==> config.mk <==
export PLATFORM = sky130hd
export DESIGN_NAME = wb_frame_reader
export DESIGN_NICKNAME = d
export VERILOG_FILES = /design/src/rtl/wb_frame_reader.sv
export SDC_FILE = /design/constraint.sdc
export NUM_CORES = 1
export LEC_CHECK = 0
export ABC_AREA = 0
export CAP_MARGIN = 10
export CORE_AREA = 5 5 208 210
export CTS_BUF_LIST = sky130_fd_sc_hd__clkbuf_4 sky130_fd_sc_hd__clkbuf_8 sky130_fd_sc_hd__clkbuf_16
export DETAILED_ROUTE_END_ITERATION = 6
export DIE_AREA = 0 0 213 215
export GPL_ROUTABILITY_DRIVEN = 0
export PLACE_DENSITY = 0.74
export SKIP_LAST_GASP = 1
export SYNTH_ARGS = -nofsm -noshare
export SYNTH_HDL_FRONTEND = slang
export SYNTH_SLANG_ARGS = --single-unit
==> constraint.sdc <==
create_clock -name clk -period 7.58 [get_ports clk]
set_input_delay 1.516 -clock clk [delete_from_list [all_inputs] [get_ports clk]]
set_output_delay 1.516 -clock clk [all_outputs]
set_load 0.005 [all_outputs]
==> src/rtl/wb_frame_reader.sv <==
// wb_frame_reader: classic Wishbone master that reads NB_WORDS words
// from BASE_ADR into a show-ahead FIFO, optionally looping.
module wb_frame_reader #(
  parameter logic [31:0] BASE_ADR   = 32'h0000_0000,
  parameter int          NB_WORDS   = 2048,
  parameter int          FIFO_DEPTH = 16
) (
  input  logic                          clk,
  input  logic                          rst_n,
  input  logic                          start,
  input  logic                          loop,
  output logic                          busy,
  output logic                          done,
  output logic                          error,
  output logic                          wb_cyc,
  output logic                          wb_stb,
  output logic                          wb_we,
  output logic [3:0]                    wb_sel,
  output logic [31:0]                   wb_adr,
  output logic [31:0]                   wb_dat_ms,
  input  logic [31:0]                   wb_dat_sm,
  input  logic                          wb_ack,
  input  logic                          wb_err,
  input  logic                          wb_rty,
  input  logic                          rd_en,
  output logic [31:0]                   rd_data,
  output logic                          rd_valid,
  output logic [$clog2(FIFO_DEPTH):0]   level
);

  localparam int AW = $clog2(FIFO_DEPTH);
  localparam int LW = AW + 1;
  localparam int IW = (NB_WORDS > 1) ? $clog2(NB_WORDS) : 1;

  typedef enum logic [1:0] {
    IDLE,
    REQ,
    WAIT_SPACE
  } state_t;

  state_t          state_q, state_d;
  logic [IW-1:0]   idx_q, idx_d;
  logic            cyc_q, cyc_d;
  logic            stb_q, stb_d;
  logic [31:0]     adr_q, adr_d;
  logic            busy_q, busy_d;
  logic            done_q, done_d;
  logic            err_q, err_d;
  logic [AW:0]     wr_q, wr_d;
  logic [AW:0]     rd_q, rd_d;

  logic [31:0]     mem [FIFO_DEPTH];
  logic            push;
  logic            pop;
  logic            clr;
  logic            space;
  logic            last;

  function automatic logic [31:0] adr_of(input logic [IW-1:0] i);
    return BASE_ADR + (32'(i) << 2);
  endfunction

  assign level    = wr_q - rd_q;
  assign rd_valid = (level != '0);
  assign rd_data  = rd_valid ? mem[rd_q[AW-1:0]] : '0;
  assign pop      = rd_en && rd_valid;
  assign space    = (level < LW'(FIFO_DEPTH));
  assign last     = (idx_q == IW'(NB_WORDS - 1));

  assign busy      = busy_q;
  assign done      = done_q;
  assign error     = err_q;
  assign wb_cyc    = cyc_q;
  assign wb_stb    = stb_q;
  assign wb_adr    = adr_q;
  assign wb_sel    = stb_q ? 4'hF : 4'h0;
  assign wb_we     = 1'b0;
  assign wb_dat_ms = '0;

  always_comb begin
    state_d = state_q;
    idx_d   = idx_q;
    cyc_d   = cyc_q;
    stb_d   = stb_q;
    adr_d   = adr_q;
    err_d   = err_q;
    done_d  = 1'b0;
    push    = 1'b0;
    clr     = 1'b0;
    unique case (state_q)
      IDLE: begin
        if (start) begin
          clr     = 1'b1;
          err_d   = 1'b0;
          idx_d   = '0;
          state_d = REQ;
          cyc_d   = 1'b1;
          stb_d   = 1'b1;
          adr_d   = BASE_ADR;
        end
      end
      REQ: begin
        if (stb_q) begin
          // err beats rty beats ack
          unique case (1'b1)
            wb_err: begin
              err_d   = 1'b1;
              cyc_d   = 1'b0;
              stb_d   = 1'b0;
              state_d = IDLE;
            end
            !wb_err && wb_rty: begin
              stb_d = 1'b0;
            end
            !wb_err && !wb_rty && wb_ack: begin
              push  = 1'b1;
              stb_d = 1'b0;
              if (!last) begin
                idx_d = idx_q + IW'(1);
              end else if (loop) begin
                idx_d = '0;
              end else begin
                state_d = IDLE;
                cyc_d   = 1'b0;
                done_d  = 1'b1;
              end
            end
            default: ;
          endcase
        end else if (space) begin
          cyc_d = 1'b1;
          stb_d = 1'b1;
          adr_d = adr_of(idx_q);
        end else begin
          state_d = WAIT_SPACE;
          cyc_d   = 1'b0;
        end
      end
      WAIT_SPACE: begin
        if (space) begin
          state_d = REQ;
          cyc_d   = 1'b1;
          stb_d   = 1'b1;
          adr_d   = adr_of(idx_q);
        end
      end
      default: begin
        state_d = IDLE;
        cyc_d   = 1'b0;
        stb_d   = 1'b0;
      end
    endcase
    busy_d = (state_d != IDLE);
    if (clr) begin
      wr_d = '0;
      rd_d = '0;
    end else begin
      wr_d = wr_q + (AW+1)'(push);
      rd_d = rd_q + (AW+1)'(pop);
    end
  end

  always_ff @(posedge clk or negedge rst_n) begin
    if (!rst_n) begin
      state_q <= IDLE;
      idx_q   <= '0;
      cyc_q   <= 1'b0;
      stb_q   <= 1'b0;
      adr_q   <= '0;
      busy_q  <= 1'b0;
      done_q  <= 1'b0;
      err_q   <= 1'b0;
      wr_q    <= '0;
      rd_q    <= '0;
    end else begin
      state_q <= state_d;
      idx_q   <= idx_d;
      cyc_q   <= cyc_d;
      stb_q   <= stb_d;
      adr_q   <= adr_d;
      busy_q  <= busy_d;
      done_q  <= done_d;
      err_q   <= err_d;
      wr_q    <= wr_d;
      rd_q    <= rd_d;
    end
  end

  always_ff @(posedge clk) begin
    if (push) begin
      mem[wr_q[AW-1:0]] <= wb_dat_sm;
    end
  end

endmodule

==> results.sh <==
export IMPL_synthFlopType="edfxtp_1"
export IMPL_number_of_synthesized_flops_with_an_enable_pin=512
export IMPL_post_synth_cell_area_avg_um2=18.6
export IMPL_timing_slew_headroom_pct=34.2
export IMPL_r2r_end="rd_q[4]"
export IMPL_layout_common_cells="edfxtp_1, mux2i_1, clkdlybuf4s50_1, mux4_2, conb_1"
export IMPL_cts_resized=0
export IMPL_skew_ps=18.4
export IMPL_synth_seq_area_share_pct=73.3
export IMPL_die_width_um=213
export IMPL_maxCapViolations=0
export IMPL_critical_path_arrival_ps=4510
export IMPL_areaGrowthSynthToFinish_pct=13.7
export IMPL_grt_setup_unrepaired="false"
export IMPL_outcome="completed"
export IMPL_worstRegToRegCells=14
export IMPL_regToRegSetupSlack_ps=3290
export IMPL_critical_path_endpoint="rd_data[14]"
export IMPL_h_tree_depth=2
export IMPL_numPortBuffers=97
export IMPL_cellPowerDensity_mw_per_mm2=317
export IMPL_filler_cell_count=2877
export IMPL_fin_nets=1368
export IMPL_tritoncts="yes"
export IMPL_timing_critical_path_required_ps=6060
export IMPL_multi_input_area_mm2=0.00544
export IMPL_drc=0
export IMPL_layout_cells_most_common="edfxtp_1"
export IMPL_io_pin_count=152
export IMPL_startpoint="rd_q[0]"
export IMPL_synth_async_reset_ratio_pct=7.08
export IMPL_die_area_mm2=0.0458
export IMPL_synth_warning_count=0
export IMPL_timing_worst_setup_path_type="flop to primary output"
export IMPL_ir_worst_vdd_v=0.000212
export IMPL_clockRootBuffer="clkbuf_16"
export IMPL_regArea_mm2=0.0164
export IMPL_detailedRoute_firstIterationViolations=1075
export IMPL_antenna_found_initial=1
export IMPL_layout_drive_gt1_share_pct=16.5
export IMPL_first_global_vias=11463
export IMPL_numClockSinks=551
export IMPL_total_setup_violations_reported_at_the_end_of_the_flow=0
export IMPL_hpwl_um=26100
export IMPL_timing_rr_start="rd_q[0]"
export IMPL_placedInstanceArea_mm2=0.0237
export IMPL_finalMaxSlewViolations=0
export IMPL_detailroute_via_count=11320
export IMPL_first_pass_iteration_count_of_the_detailed_router=5
export IMPL_ant_nets=0
export IMPL_gr_util_all_layers_pct=20.4
export IMPL_worst_pin_slew_ps=985
export IMPL_die_y_um=215
export IMPL_worst_path_max_fanout=38
export IMPL_insertion_delay_to_the_later_sink_of_the_worst_skew_pair_ps=600
export IMPL_finalCritPeriodShare_pct=79.5
export IMPL_initial_core_util_pct=53.9
export IMPL_total_wirelength_um=46100
export IMPL_cts_repair_timing_setup_buffer_count=0
export IMPL_ys_ff_latch=551
export IMPL_wire_length_of_the_first_global_routing_pass_um=70400
export IMPL_core_rowCount=75
export IMPL_leakage_nw=8.34
export IMPL_avgRoutedWirePerCell_um=24.4
export IMPL_cts_reportedPaths_clkPinSlew_ps=60
export IMPL_finalHoldViolations=0
export IMPL_cp_start_kind="flop"
export IMPL_fin_area_mm2=0.0254
export IMPL_cts_path_max_buffers=3
export IMPL_maxClockFrequency_mhz=166
export IMPL_timing_setup_tns_ps=0
export IMPL_hold_path_class="flop to flop"
export IMPL_cts_hold_repair_buffers=0
export IMPL_post_synth_inst_count=1203
export IMPL_numCtsBuffers=52
export IMPL_insertedDiodeCount=0
export IMPL_yosysUniqueCellTypes=53
export IMPL_worstSetupEndpointType="primary output"
export IMPL_design_core_area_mm2=0.0414
export IMPL_grt_overflow_total=0
export IMPL_synthesis_area_mm2=0.0223
export IMPL_grt_max_degree=92
export IMPL_viasPerCell=5.98
export IMPL_finalWorstPathRequiredPeriod_ps=6030
==> synthesized netlist by cell type, types with 6 or more instances <==
master	instances	area, um2
o22ai_1	23	144
o21ai_1	7	35.0
inv_1	23	86.3
nand2b_1	6	37.5
a21oi_1	37	185
clkbuf_1	33	124
ha_1	13	163
and3_1	6	37.5
nor2b_1	12	75.1
edfxtp_1	512	15400
buf_4	67	503
o221ai_1	45	394
buf_2	12	60.1
dfrtp_1	39	976
nor2_1	23	86.3
nand3_1	13	65.1
and2_1	7	43.8
mux4_2	94	2120
nor3_1	30	150
mux2i_1	99	991
o21ai_0	6	30.0
nand2_1	28	105
==> cell families after synthesis <==
family                     count (synthesis)  share of synthesized area (%)
adders and majority gates                 14                          0.819
DFF                                      551                           73.3
and+or+nand+nor                          148                           3.41
other                                      1                         0.0168
buffers and inverters                    145                           3.80
AOI/OAI and AO/OA                        141                           4.36
xor gates and xnor gates                   9                          0.353
muxes                                    194                           14.0
==> how the worst min path moves through the flow <==
stage	startpoint	endpoint	cells past startpoint
final	wb_cyc	wb_cyc	1
after detailed placement	wb_cyc	wb_cyc	1
after floorplan	wb_cyc	wb_cyc	1
after CTS	wb_cyc	wb_cyc	1
after global routing	wb_cyc	wb_cyc	1
after global placement	wb_cyc	wb_cyc	1
==> final cells by class <==
class	instances	share of cell area, %
clock buffer	61	5.46
tap	539	2.66
clock inverter	33	0.947
sequential	551	64.5
inverter	26	0.385
timing repair buffer	123	4.63
multi-input combinational	560	21.4
==> critical path, cell delays in order (launching register included) <==
cell and delay, ps:
dfrtp_4 950, ha_1 310, inv_1 60, fa_1 400
nand3_1 140, and3_1 250, o21ai_1 120, a21oi_4 770
buf_4 350, nor2b_1 90, clkdlybuf4s50_1 470
==> per-stage QoR <==
| step | hold slack (ps) | util (%) | setup WS (ps) | std cells | total power [mW] |
|---|---|---|---|---|---|
| 2_1_floorplan | 489 | - | 2580 | 1256 | 4.89 |
| 3_3_place_gp | 494 | 57.4 | 2120 | 1799 | 5.62 |
| 3_5_place_dp | 506 | 57.4 | 2080 | 1799 | 5.64 |
| 4_1_cts | 525 | 61.3 | 1410 | 1893 | 8.11 |
| 5_1_grt | 547 | 61.3 | 1140 | 1893 | 8.40 |
| 6_report | 520 | 61.3 | 1550 | 1893 | 8.03 |
==> metal layers <==
layer | vias up | GRT usage (%) | share of wire, %
met2 | 446 | 33.9 | 50
met4 | 2 | 4.99 | 1.8
met3 | 60 | 3.68 | 7.5
met1 | 5833 | 28.4 | 41
li1 | 4979 | - | -
met5 | - | 0 | 0.028
==> where the power goes <==
| group | internal (mW) | switching, mW |
|---|---|---|
| logic | 1.09 | 0.975 |
| clock network | 1.40 | 1.07 |
| registers | 3.37 | 0.116 |
| total | 5.87 | 2.17 |
==> flip-flops by register name, summed over array words and instances, names as in the netlist <==
| name | count |
|---|---|
| mem | 512 |
| idx_q | 11 |
| wb_adr | 11 |
| rd_q | 5 |
| wr_q | 5 |
| state_q | 2 |
| busy | 1 |
| done | 1 |
| error | 1 |
| wb_cyc | 1 |
| wb_stb | 1 |
Note: power is estimated with default switching activity, not from simulation.
